$ cat src/rtl/clock_ui_pkg.sv
// Shared types and width helpers for the front-panel clock-setting logic.
package clock_ui_pkg;

    typedef enum logic [1:0] {
        RUN     = 2'b00,
        SET_HR  = 2'b01,
        SET_MIN = 2'b10,
        SET_SEC = 2'b11
    } set_mode_t;

    function automatic int cnt_width(input int n);
        return $clog2(n) + 1;
    endfunction

    function automatic int max_int(input int a, input int b);
        return (a > b) ? a : b;
    endfunction

endpackage

$ cat src/rtl/button_debouncer.sv
// Two-flop synchroniser plus stability-count debouncer for one raw push-button;
// emits the accepted level and a one-cycle pulse on its rising edge.
module button_debouncer
    import clock_ui_pkg::*;
#(
    parameter int DEBOUNCE_CYCLES = 500000
) (
    input  logic clk,
    input  logic rst,
    input  logic btn_raw,
    output logic level,
    output logic press
);

    localparam int CW = cnt_width(DEBOUNCE_CYCLES);

    logic          sync1_q, sync1_d;
    logic          sync2_q, sync2_d;
    logic          level_q, level_d;
    logic          press_q, press_d;
    logic [CW-1:0] cnt_q,   cnt_d;

    always_comb begin
        sync1_d = btn_raw;
        sync2_d = sync1_q;
        cnt_d   = {CW{1'b0}};
        level_d = level_q;
        press_d = 1'b0;
        if (sync2_q != level_q) begin
            // Terminal count: accept the new level; only a rise yields a pulse.
            if (cnt_q == CW'(DEBOUNCE_CYCLES - 1)) begin
                level_d = sync2_q;
                press_d = sync2_q;
            end else begin
                cnt_d = cnt_q + CW'(1);
            end
        end else begin
            cnt_d = {CW{1'b0}};
        end
    end

    always_ff @(posedge clk) begin
        if (rst) begin
            sync1_q <= 1'b0;
            sync2_q <= 1'b0;
            level_q <= 1'b0;
            press_q <= 1'b0;
            cnt_q   <= {CW{1'b0}};
        end else begin
            sync1_q <= sync1_d;
            sync2_q <= sync2_d;
            level_q <= level_d;
            press_q <= press_d;
            cnt_q   <= cnt_d;
        end
    end

    assign level = level_q;
    assign press = press_q;

endmodule

$ cat src/rtl/clock_set_controller.sv
// Front-panel set-mode controller: debounced MODE/INC buttons, field-select FSM,
// increment pulses with auto-repeat, inactivity timeout and field blink.
module clock_set_controller
    import clock_ui_pkg::*;
#(
    parameter int DEBOUNCE_CYCLES   = 500000,
    parameter int HOLD_DELAY_CYCLES = 25000000,
    parameter int REPEAT_CYCLES     = 5000000,
    parameter int TIMEOUT_TICKS     = 10
) (
    input  logic       sys_clk,
    input  logic       rst,
    input  logic       btn_mode_raw,
    input  logic       btn_inc_raw,
    input  logic       clk_1hz_en,
    output logic       clk_1hz_en_out,
    output logic       inc_hours_ui,
    output logic       inc_minutes_ui,
    output logic       inc_seconds_ui,
    output logic [1:0] set_mode,
    output logic       blink
);

    localparam int HW = cnt_width(max_int(HOLD_DELAY_CYCLES, REPEAT_CYCLES));
    localparam int TW = cnt_width(TIMEOUT_TICKS);

    logic mode_level_s, mode_pulse_s, inc_level_s, inc_pulse_s;
    logic mode_press_s, inc_press_s, in_set_s, state_change_s;
    logic inc_accept_s, repeat_s, timeout_s, fire_s;
    logic [HW-1:0] hold_term_s;

    set_mode_t     state_q, state_d;
    logic          inc_hours_q, inc_hours_d;
    logic          inc_minutes_q, inc_minutes_d;
    logic          inc_seconds_q, inc_seconds_d;
    logic          blink_q, blink_d;
    logic          hold_active_q, hold_active_d;
    logic          rep_phase_q, rep_phase_d;
    logic [HW-1:0] hold_cnt_q, hold_cnt_d;
    logic [TW-1:0] to_cnt_q, to_cnt_d;

    button_debouncer #(.DEBOUNCE_CYCLES(DEBOUNCE_CYCLES)) u_mode_db (
        .clk(sys_clk), .rst(rst), .btn_raw(btn_mode_raw),
        .level(mode_level_s), .press(mode_pulse_s)
    );

    button_debouncer #(.DEBOUNCE_CYCLES(DEBOUNCE_CYCLES)) u_inc_db (
        .clk(sys_clk), .rst(rst), .btn_raw(btn_inc_raw),
        .level(inc_level_s), .press(inc_pulse_s)
    );

    // Press qualification: MODE beats INC; a timeout is averted by any INC activity.
    always_comb begin
        mode_press_s = mode_pulse_s & mode_level_s;
        inc_press_s  = inc_pulse_s & inc_level_s;
        in_set_s     = (state_q != RUN);
        hold_term_s  = rep_phase_q ? HW'(REPEAT_CYCLES) : HW'(HOLD_DELAY_CYCLES);
        inc_accept_s = inc_press_s & in_set_s & ~mode_press_s;
        repeat_s     = hold_active_q & inc_level_s & (hold_cnt_q == hold_term_s) & ~mode_press_s;
        fire_s       = inc_accept_s | repeat_s;
        timeout_s    = in_set_s & clk_1hz_en & (to_cnt_q == TW'(TIMEOUT_TICKS - 1)) & ~fire_s;
    end

    always_ff @(posedge sys_clk) begin
        if (rst) begin
            state_q <= RUN;
        end else begin
            state_q <= state_d;
        end
    end

    always_comb begin
        state_d = state_q;
        if (timeout_s) begin
            state_d = RUN;
        end else if (mode_press_s) begin
            case (state_q)
                RUN:     state_d = SET_HR;
                SET_HR:  state_d = SET_MIN;
                SET_MIN: state_d = SET_SEC;
                SET_SEC: state_d = RUN;
                default: state_d = RUN;
            endcase
        end else begin
            state_d = state_q;
        end
        state_change_s = (state_d != state_q);
    end

    always_comb begin
        inc_hours_d   = 1'b0;
        inc_minutes_d = 1'b0;
        inc_seconds_d = 1'b0;
        case (state_q)
            SET_HR:  inc_hours_d   = fire_s;
            SET_MIN: inc_minutes_d = fire_s;
            SET_SEC: inc_seconds_d = fire_s;
            default: inc_hours_d   = 1'b0;
        endcase
    end

    // Hold/repeat tracking and inactivity timeout; both restart on any state change.
    always_comb begin
        hold_active_d = 1'b0;
        hold_cnt_d    = {HW{1'b0}};
        rep_phase_d   = 1'b0;
        to_cnt_d      = to_cnt_q;
        blink_d       = 1'b0;
        if (inc_accept_s) begin
            hold_active_d = 1'b1;
            hold_cnt_d    = HW'(1);
        end else if (hold_active_q && inc_level_s && !state_change_s) begin
            hold_active_d = 1'b1;
            rep_phase_d   = rep_phase_q | repeat_s;
            hold_cnt_d    = repeat_s ? HW'(1) : hold_cnt_q + HW'(1);
        end else begin
            hold_active_d = 1'b0;
        end
        if (state_change_s || !in_set_s) begin
            to_cnt_d = {TW{1'b0}};
            blink_d  = 1'b0;
        end else begin
            blink_d = blink_q ^ clk_1hz_en;
            if (fire_s) begin
                to_cnt_d = {TW{1'b0}};
            end else if (clk_1hz_en) begin
                to_cnt_d = to_cnt_q + TW'(1);
            end else begin
                to_cnt_d = to_cnt_q;
            end
        end
    end

    always_ff @(posedge sys_clk) begin
        if (rst) begin
            inc_hours_q   <= 1'b0;
            inc_minutes_q <= 1'b0;
            inc_seconds_q <= 1'b0;
            blink_q       <= 1'b0;
            hold_active_q <= 1'b0;
            rep_phase_q   <= 1'b0;
            hold_cnt_q    <= {HW{1'b0}};
            to_cnt_q      <= {TW{1'b0}};
        end else begin
            inc_hours_q   <= inc_hours_d;
            inc_minutes_q <= inc_minutes_d;
            inc_seconds_q <= inc_seconds_d;
            blink_q       <= blink_d;
            hold_active_q <= hold_active_d;
            rep_phase_q   <= rep_phase_d;
            hold_cnt_q    <= hold_cnt_d;
            to_cnt_q      <= to_cnt_d;
        end
    end

    assign clk_1hz_en_out = clk_1hz_en & (state_q == RUN);
    assign inc_hours_ui   = inc_hours_q;
    assign inc_minutes_ui = inc_minutes_q;
    assign inc_seconds_ui = inc_seconds_q;
    assign set_mode       = state_q;
    assign blink          = blink_q;

endmodule

$ cat config.mk
export PLATFORM = sky130hd
export DESIGN_NAME = clock_set_controller
export DESIGN_NICKNAME = d
export VERILOG_FILES = /design/src/rtl/clock_ui_pkg.sv /design/src/rtl/button_debouncer.sv /design/src/rtl/clock_set_controller.sv
export SDC_FILE = /design/constraint.sdc
export NUM_CORES = 1
export LEC_CHECK = 0
export ABC_CLOCK_PERIOD_IN_PS = 2300
export CORE_UTILIZATION = 35
export DETAILED_ROUTE_END_ITERATION = 10
export DONT_BUFFER_PORTS = 1
export GPL_TIMING_DRIVEN = 0
export SLEW_MARGIN = 20
export SYNTH_ARGS = -nofsm -noshare
export SYNTH_HDL_FRONTEND = slang
export SYNTH_SLANG_ARGS = --single-unit
$ cat constraint.sdc
create_clock -name sys_clk -period 2.3 [get_ports sys_clk]
set_input_delay 0.23 -clock sys_clk [delete_from_list [all_inputs] [get_ports sys_clk]]
set_output_delay 0.23 -clock sys_clk [all_outputs]
set_load 0.05 [all_outputs]
* After elaboration in Yosys (flattened, before gate mapping) *
Cells that the tools add are included.

storage, ports and cells
  register bits = 87
  latch bits = 0
  RAM bits = 0
  memory bits (read-only) = 0
  input bits = 5
  output and inout port bits = 7
  memories = 0

operators by class
  add/subtract/negate cells = 4
  $mul = 0
  div/mod/pow operators = 0
  $lt $le $gt $ge = 0
  equal/unequal tests = 10
  shifts and indexed selects = 0
  muxes and demuxes = 9
  bitwise logic cells = 24
  reduce and logical (&&, ||, !) cells = 20

operators by type and width
  kind                                                   count
  adder 20 x 1 -> 20 bit, second input constant          2
  equality test 20 x 19 -> 1 bit, second input constant  2
  adder 26 x 1 -> 26 bit, second input constant          1
  equality test 26 x 25 -> 1 bit                         1
  2-to-1 mux 25 bit                                      1
  OR reduction 3 bit                                     6
  AND 1 bit                                              11
  NOT 1 bit                                              10
  one-hot mux 2 bit (4 select lines)                     1
  OR reduction 2 bit                                     4
  adder 5 x 1 -> 5 bit, second input constant            1
  equality test 5 x 4 -> 1 bit, second input constant    1
  2-to-1 mux 1 bit                                       5
  equality test 2 bit, second input constant             2
  2-to-1 mux 2 bit                                       2
  AND reduction 2 bit                                    2
  OR reduction 4 bit                                     1
  equality test 2 x 1 -> 1 bit, second input constant    1
  logical AND 1 bit                                      2
  logical NOT 1 bit                                      2
  logical NOT 2 bit                                      1
  != test 1 bit                                          2
  != test 2 bit                                          1
  bitwise OR 1 bit                                       2
  3 further kinds                                        3

* Longest topological paths before layout *
  word-level depth = 13
  mapped depth = 9

* Hierarchy *
A second synthesis with hierarchy kept.

unflattened totals
  cell total of the unflattened synthesis = 460
  area total of the unflattened synthesis = 4,249.1 µm²

modules (own cells, without submodules)
  module                times used  cells each  area each (µm²)
  button_debouncer      2           113         1,083.5
  clock_set_controller  1           234         2,082.0

* Worst setup path after synthesis *
No wires, ideal clock.

  path kind = reg2reg
  start = register state_q[1], in the netlist set_mode[1]
  end = register to_cnt_q[1]
  setup time = 0.139 ns
  arrival = 2.521 ns
  data required time = 2.161 ns
  setup slack = -0.359 ns
  cell stages (with the launch flop) = 10
  period minus slack after synthesis = 2.659 ns
  path through = dfxtp_1 inv_1 ha_1 buf_2 or3b_1 a31oi_1 or2b_2 o31ai_4 buf_6 nor4_2

between the ends
  cells in the longest elaborated chain, start to end = 10
  elaborated cells between the ends (all ways) = 19
  classes of those cells = eq/ne: 4; mux: 3; bitwise: 7; reduce/logical: 5

ends and longest elaborated chain
  element                         line                         RTL
  from (decl)                     clock_set_controller.sv:32   set_mode_t state_q, state_d;
  from (signal assigned)          clock_set_controller.sv:68   state_q <= state_d;
  nonzero test 2 bit              clock_set_controller.sv:56   in_set_s = (state_q != RUN);
  AND 1 bit (2 in a row)          clock_set_controller.sv:58   inc_accept_s = inc_press_s & in_set_s & ~mode_press_s;
  bitwise OR 1 bit                clock_set_controller.sv:60   fire_s = inc_accept_s | repeat_s;
  NOT 1 bit                       clock_set_controller.sv:61   timeout_s = in_set_s & clk_1hz_en & (to_cnt_q == TW'(TIMEOUT_TICKS - 1)) & ~fire_s;
  AND 1 bit                       clock_set_controller.sv:61
  2-to-1 mux 2 bit                clock_set_controller.sv:74   if (timeout_s) begin
  != test 2 bit                   clock_set_controller.sv:87   state_change_s = (state_d != state_q);
  logical OR 1 bit                clock_set_controller.sv:119  if (state_change_s || !in_set_s) begin
  OR reduction 3 bit (no line) *  n/a
  to (signal assigned)            clock_set_controller.sv:143  to_cnt_q <= {TW{1'b0}};
  to (signal assigned)            clock_set_controller.sv:152  to_cnt_q <= to_cnt_d;
  to (decl)                       clock_set_controller.sv:40   logic [TW-1:0] to_cnt_q, to_cnt_d;

Mark *: on every way between the ends. The rest lies on a longest branch, timed or not.
A chain may end at the register's enable or synchronous reset.

* Worst setup path after layout *
  start = register state_q[0], in the netlist set_mode[0]
  end = register hold_cnt_q[2]

between the ends
  cells in the longest elaborated chain, start to end = 12
  elaborated cells between the ends (all ways) = 20
  classes of those cells = eq/ne: 4; mux: 3; bitwise: 8; reduce/logical: 5

ends and longest elaborated chain
  element                         line                         RTL
  nonzero test 2 bit              clock_set_controller.sv:56
  AND 1 bit (2 in a row)          clock_set_controller.sv:58
  bitwise OR 1 bit                clock_set_controller.sv:60
  NOT 1 bit                       clock_set_controller.sv:61
  AND 1 bit                       clock_set_controller.sv:61
  2-to-1 mux 2 bit                clock_set_controller.sv:74
  != test 2 bit                   clock_set_controller.sv:87
  logical NOT 1 bit               clock_set_controller.sv:112  end else if (hold_active_q && inc_level_s && !state_change_s) begin
  logical AND 1 bit               clock_set_controller.sv:112
  NOT 1 bit (no line)             n/a
  OR reduction 4 bit (no line) *  n/a
  to (signal assigned)            clock_set_controller.sv:142  hold_cnt_q <= {HW{1'b0}};
  to (signal assigned)            clock_set_controller.sv:151  hold_cnt_q <= hold_cnt_d;
  to (decl)                       clock_set_controller.sv:39   logic [HW-1:0] hold_cnt_q, hold_cnt_d;

Marked as above.

==> results by stage <==
Outcome:
- The flow ran to the end, but the final reports show violations.
- The final reports fail on DRC.

Critical path:
- The classification of the worst setup path is reg2reg.
- The count of cells along the worst register-to-register path is 9.
- Data on the critical path is required at its endpoint by 2.54 ns.
- The worst flop-to-flop path startpoint is set_mode[0].
- The worst-case register-to-register setup slack is 0.09 ns.
- The type of element launching the critical path is a register.
- The sort of element at the end of the critical path is a register.
- The endpoint of the worst-slack reg-to-reg timing path is hold_cnt_q[2].
- The data arrival time of the critical path is 2.46 ns.
- The highest net fanout along the worst path is 10.

Placement:
- The detailed placement HPWL is 5600 um.
- The routability congestion estimate is 0.781.
- The number of buffers added on ports is 0.

Yosys:
- The most used flip-flop cell after synthesis is sky130_fd_sc_hd__dfxtp_1.
- The share of the Yosys chip area taken by registers is 41.9%.
- The synthesized design contains 0 enable-type register cells.
- The number of distinct library cells after synthesis is 50.
- Counting flops with an async set or reset pin after synthesis yields a share of 0%.
- After synthesis, the mean cell area works out to 9.16 um2.
- Yosys printed 0 warnings.
- The number of instances in the synthesized netlist is 454.
- When the netlist entered floorplanning its net count stood at 469.
- The mapped netlist covers 4160 um2.
- The post-synthesis register bit count is 87.

Floorplan:
- In this run the standard cell core region covers 11500 um2.
- Measured along the y axis, the die boundary spans 111 um.
- For this configuration, the core starts out at a cell density of 36.1%.
- The number of top-level pins is 12.
- The number of placement rows is 39.
- Measured along the x axis, the die boundary spans 111 um.
- The die area is 12300 um2.

Routing:
- After detailed routing, the average wire length per cell comes to 13.0 um.
- The first-pass iteration count of the detailed router is 7.
- The total DRC errors in the routed layout is 4.
- Across all layers, the routed design uses 3111 vias.
- Dividing the detail-routed via count by the number of cells gives 5.03.
- The initial DRC count is 172.
- For this block, the routed nets add up to 8010 um of wire.
- Once detail routing completed, the nets flagged for antenna violations numbered 0.

Worst hold path:
- The tightest min-delay check is of the in2reg type.
- The worst min-delay path startpoint is btn_inc_raw.
- The cell depth of the worst min-delay path is 1.
- The path with the worst hold slack has its endpoint at u_inc_db.sync1_q.

Power:
- The switching power of the nets is 0.656 mW.
- The analysis attributes to cell leakage a power of 1.43 nW.
- The power density relative to cell area is 638 nW/um2.
- The switching portion of total power is 21.6%.
- The share of total power dissipated in the clock network is 49.2%.
- Internal power comes to 2.38 mW.
- Combinational cells account for 1.0% of the total power.
- Of the total power, registers draw 49.8%.
- The worst-case IR drop observed on VDD is 323 uV.

Global route:
- Entering global routing, the biggest net connects 17 pins.
- For this run, the total global-route usage over all layers was measured as 14.2%.
- The number of global-route vias before repair is 3045.
- The first global-routing pass estimated 14200 um of wire.
- The initial antenna violation count is 0.
- After global routing the overflow that remains totals 0.

Timing:
- For the pin with the worst max-slew slack, the measured transition is 0.586 ns.
- Counting I/O delays and the setup requirement, the final critical path takes 2.21 ns.
- Based on the critical path, the design can be clocked at up to 0.452 GHz.
- Setup repair after global routing left no endpoint under its margin.
- Setup violations remaining at the end of the flow were counted as 0.
- In the final timing run, aggregate negative setup slack is 0 ns.
- The worst setup skew after layout is 0.0102 ns.
- In this run the tightest slew margin relative to its limit is 60.6%.
- The fraction of the cycle the final worst path needs is 96.3%.
- The worst hold margin is 0.0139 ns.
- The final number of max-transition violations is 0.
- The number of failing hold endpoints at the final stage is 0.

Clocking:
- The CTS tree is yes.
- CTS placed an instance of sky130_fd_sc_hd__clkbuf_16 at the clock tree root.
- The clock network latency to the later pin of the worst-skew pair is 0.34 ns.
- The TritonCTS sink count is 87.
- The count of hold buffers inserted by post-cts repair is 0.
- Clock-pin slew was measured on the worst setup and hold paths at 0.07 ns.
- The clock passes through at most 2 buffers.
- In this run the number of H-tree levels came out at 3.
- The number of buffers added by the clock tree synthesis step is 9.

Cells and area:
- The filler cells instantiated in the layout total 1113.
- Cells with a size suffix above 1 make up 14.5% of the layout.
- The number of inserted diodes is 0.
- Across the whole layout, storage elements account for 1750 um2.
- The layout net count is 485.
- The area of combinational cells with multiple inputs is 2330 um2.
- The layout overhead on the synthesized area is 14.4%.

Run:
- Max-cap violations in this run came to 0.
-- power by group through the flow --
stage,registers [mW],logic (mW),clock network (mW)
2_1_floorplan,1.54,0.0232,0
3_3_place_gp,1.54,0.0284,0
3_5_place_dp,1.54,0.0284,0
4_1_cts,1.51,0.0290,1.53
5_1_grt,1.51,0.0341,1.61
6_report,1.51,0.0300,1.49
-- cells by family (layout without fill, tap and decap cells) --
logic type               Yosys count  in the layout  share of synthesized area [%]
AO/OA/AOI/OAI                     15             15                           3.43
multiplexers                       4              4                          0.963
AND/OR/NAND/NOR                  245            245                           33.3
flip-flops                        87             87                           41.9
XOR/XNOR                          67             67                           14.1
adder cells (fa/ha/maj)           10             10                           3.01
buffers and inverters             26             47                           3.25
-- synthesized netlist by cell type, types with 3 or more instances --
| master | n | area, um2 |
|---|---|---|
| sky130_fd_sc_hd__a31oi_1 | 3 | 18.8 |
| sky130_fd_sc_hd__and2_1 | 4 | 25.0 |
| sky130_fd_sc_hd__and3_1 | 8 | 50.1 |
| sky130_fd_sc_hd__and4_1 | 5 | 43.8 |
| sky130_fd_sc_hd__buf_2 | 3 | 15.0 |
| sky130_fd_sc_hd__buf_6 | 4 | 45.0 |
| sky130_fd_sc_hd__clkbuf_1 | 4 | 15.0 |
| sky130_fd_sc_hd__dfxtp_1 | 87 | 1740 |
| sky130_fd_sc_hd__ha_1 | 10 | 125 |
| sky130_fd_sc_hd__inv_1 | 14 | 52.6 |
| sky130_fd_sc_hd__mux2i_1 | 4 | 40.0 |
| sky130_fd_sc_hd__nand2_1 | 31 | 116 |
| sky130_fd_sc_hd__nand3_1 | 27 | 135 |
| sky130_fd_sc_hd__nand4_1 | 17 | 106 |
| sky130_fd_sc_hd__nor2_1 | 68 | 255 |
| sky130_fd_sc_hd__nor2b_1 | 5 | 31.3 |
| sky130_fd_sc_hd__nor3_1 | 22 | 110 |
| sky130_fd_sc_hd__nor3_2 | 18 | 180 |
| sky130_fd_sc_hd__nor4_1 | 17 | 106 |
| sky130_fd_sc_hd__nor4b_1 | 4 | 35.0 |
| sky130_fd_sc_hd__xnor2_1 | 40 | 350 |
| sky130_fd_sc_hd__xor2_1 | 27 | 236 |
-- worst max-delay path: stages, from the launching register on --
cell and delay, ns:
sky130_fd_sc_hd__dfxtp_4 0.49, sky130_fd_sc_hd__inv_2 0.10, sky130_fd_sc_hd__ha_4 0.21, sky130_fd_sc_hd__nand4bb_1 0.26, sky130_fd_sc_hd__nor3b_4 0.29, sky130_fd_sc_hd__or2b_4 0.18
sky130_fd_sc_hd__o31ai_4 0.06, sky130_fd_sc_hd__buf_6 0.14, sky130_fd_sc_hd__buf_4 0.15, sky130_fd_sc_hd__nor4_1 0.26
-- cells in the final DEF (no fill, tap or decap), types with 3 or more instances in the layout --
cell and instances:
sky130_fd_sc_hd__and2_1 4, sky130_fd_sc_hd__and3_1 8, sky130_fd_sc_hd__and4_1 5, sky130_fd_sc_hd__buf_4 6
sky130_fd_sc_hd__buf_6 3, sky130_fd_sc_hd__clkbuf_1 5, sky130_fd_sc_hd__clkbuf_16 9, sky130_fd_sc_hd__dfxtp_1 85
sky130_fd_sc_hd__ha_1 8, sky130_fd_sc_hd__inv_1 12, sky130_fd_sc_hd__mux2i_1 4, sky130_fd_sc_hd__nand2_1 29
sky130_fd_sc_hd__nand3_1 27, sky130_fd_sc_hd__nand4_1 17, sky130_fd_sc_hd__nor2_1 68, sky130_fd_sc_hd__nor2b_1 5
sky130_fd_sc_hd__nor3_1 22, sky130_fd_sc_hd__nor3_2 18, sky130_fd_sc_hd__nor4_1 16, sky130_fd_sc_hd__nor4b_1 4
sky130_fd_sc_hd__xnor2_1 40, sky130_fd_sc_hd__xor2_1 27
-- flip-flops by register name, summed over array words and instances (netlist names), 2 cells and up --
signal	cells
hold_cnt_q	26
set_mode	2
to_cnt_q	5
u_mode_db.cnt_q	20
u_inc_db.cnt_q	20
-- what timing repair did --
action / CTS / global route
gates cloned: 0 / 0
resized for setup: 9 / 8
endpoints found under the hold margin: 0 / 0
pin swaps: 3 / 2
buffers inserted: 5 / 1
setup endpoints to repair: 28 / 55
-- layout make-up --
type | instances | area share (%)
plain buffers | 11 | 1.79
clock buffers | 10 | 4.81
clock inverters | 6 | 1.58
inverters | 14 | 1.16
multi-input cells | 341 | 49.1
flip-flops and latches | 87 | 36.8
well taps | 143 | 3.76
repair buffers | 6 | 1.03
-- layer usage --
layer | GRT usage, % | up-vias | routed length [um]
li1 | - | 1615 | -
met1 | 17.4 | 1458 | 3840
met2 | 23.4 | 28 | 3810
met3 | 3.94 | 10 | 215
met4 | 5.75 | 0 | 133
met5 | 0 | - | 0
-- per-stage QoR --
| step | area [um2] | utilization [%] | setup slack, ns | total power [mW] | cells |
|---|---|---|---|---|---|
| floorplan | 4160 | - | 0.0259 | 1.57 | 454 |
| global placement | 4340 | 37.7 | -0.307 | 1.57 | 597 |
| detailed placement | 4340 | 37.7 | -0.338 | 1.57 | 597 |
| CTS | 4710 | 40.9 | 0.0203 | 3.07 | 617 |
| global route | 4760 | 41.3 | 0.00479 | 3.15 | 618 |
| finish | 4760 | 41.3 | 0.0852 | 3.03 | 618 |
-- worst max path at each step --
stage | depth (start not counted) | to | slack [ns] | startpoint
4_1_cts | 9 | hold_cnt_q[2] | 0.02 | set_mode[0]
3_3_place_gp | 9 | to_cnt_q[1] | -0.31 | set_mode[1]
3_5_place_dp | 9 | to_cnt_q[1] | -0.34 | set_mode[1]
5_1_grt | 9 | hold_cnt_q[12] | 0.005 | set_mode[0]
6_report | 9 | hold_cnt_q[2] | 0.09 | set_mode[0]
2_1_floorplan | 9 | to_cnt_q[1] | 0.03 | set_mode[1]
No activity file was read; power rests on OpenSTA's default activity.
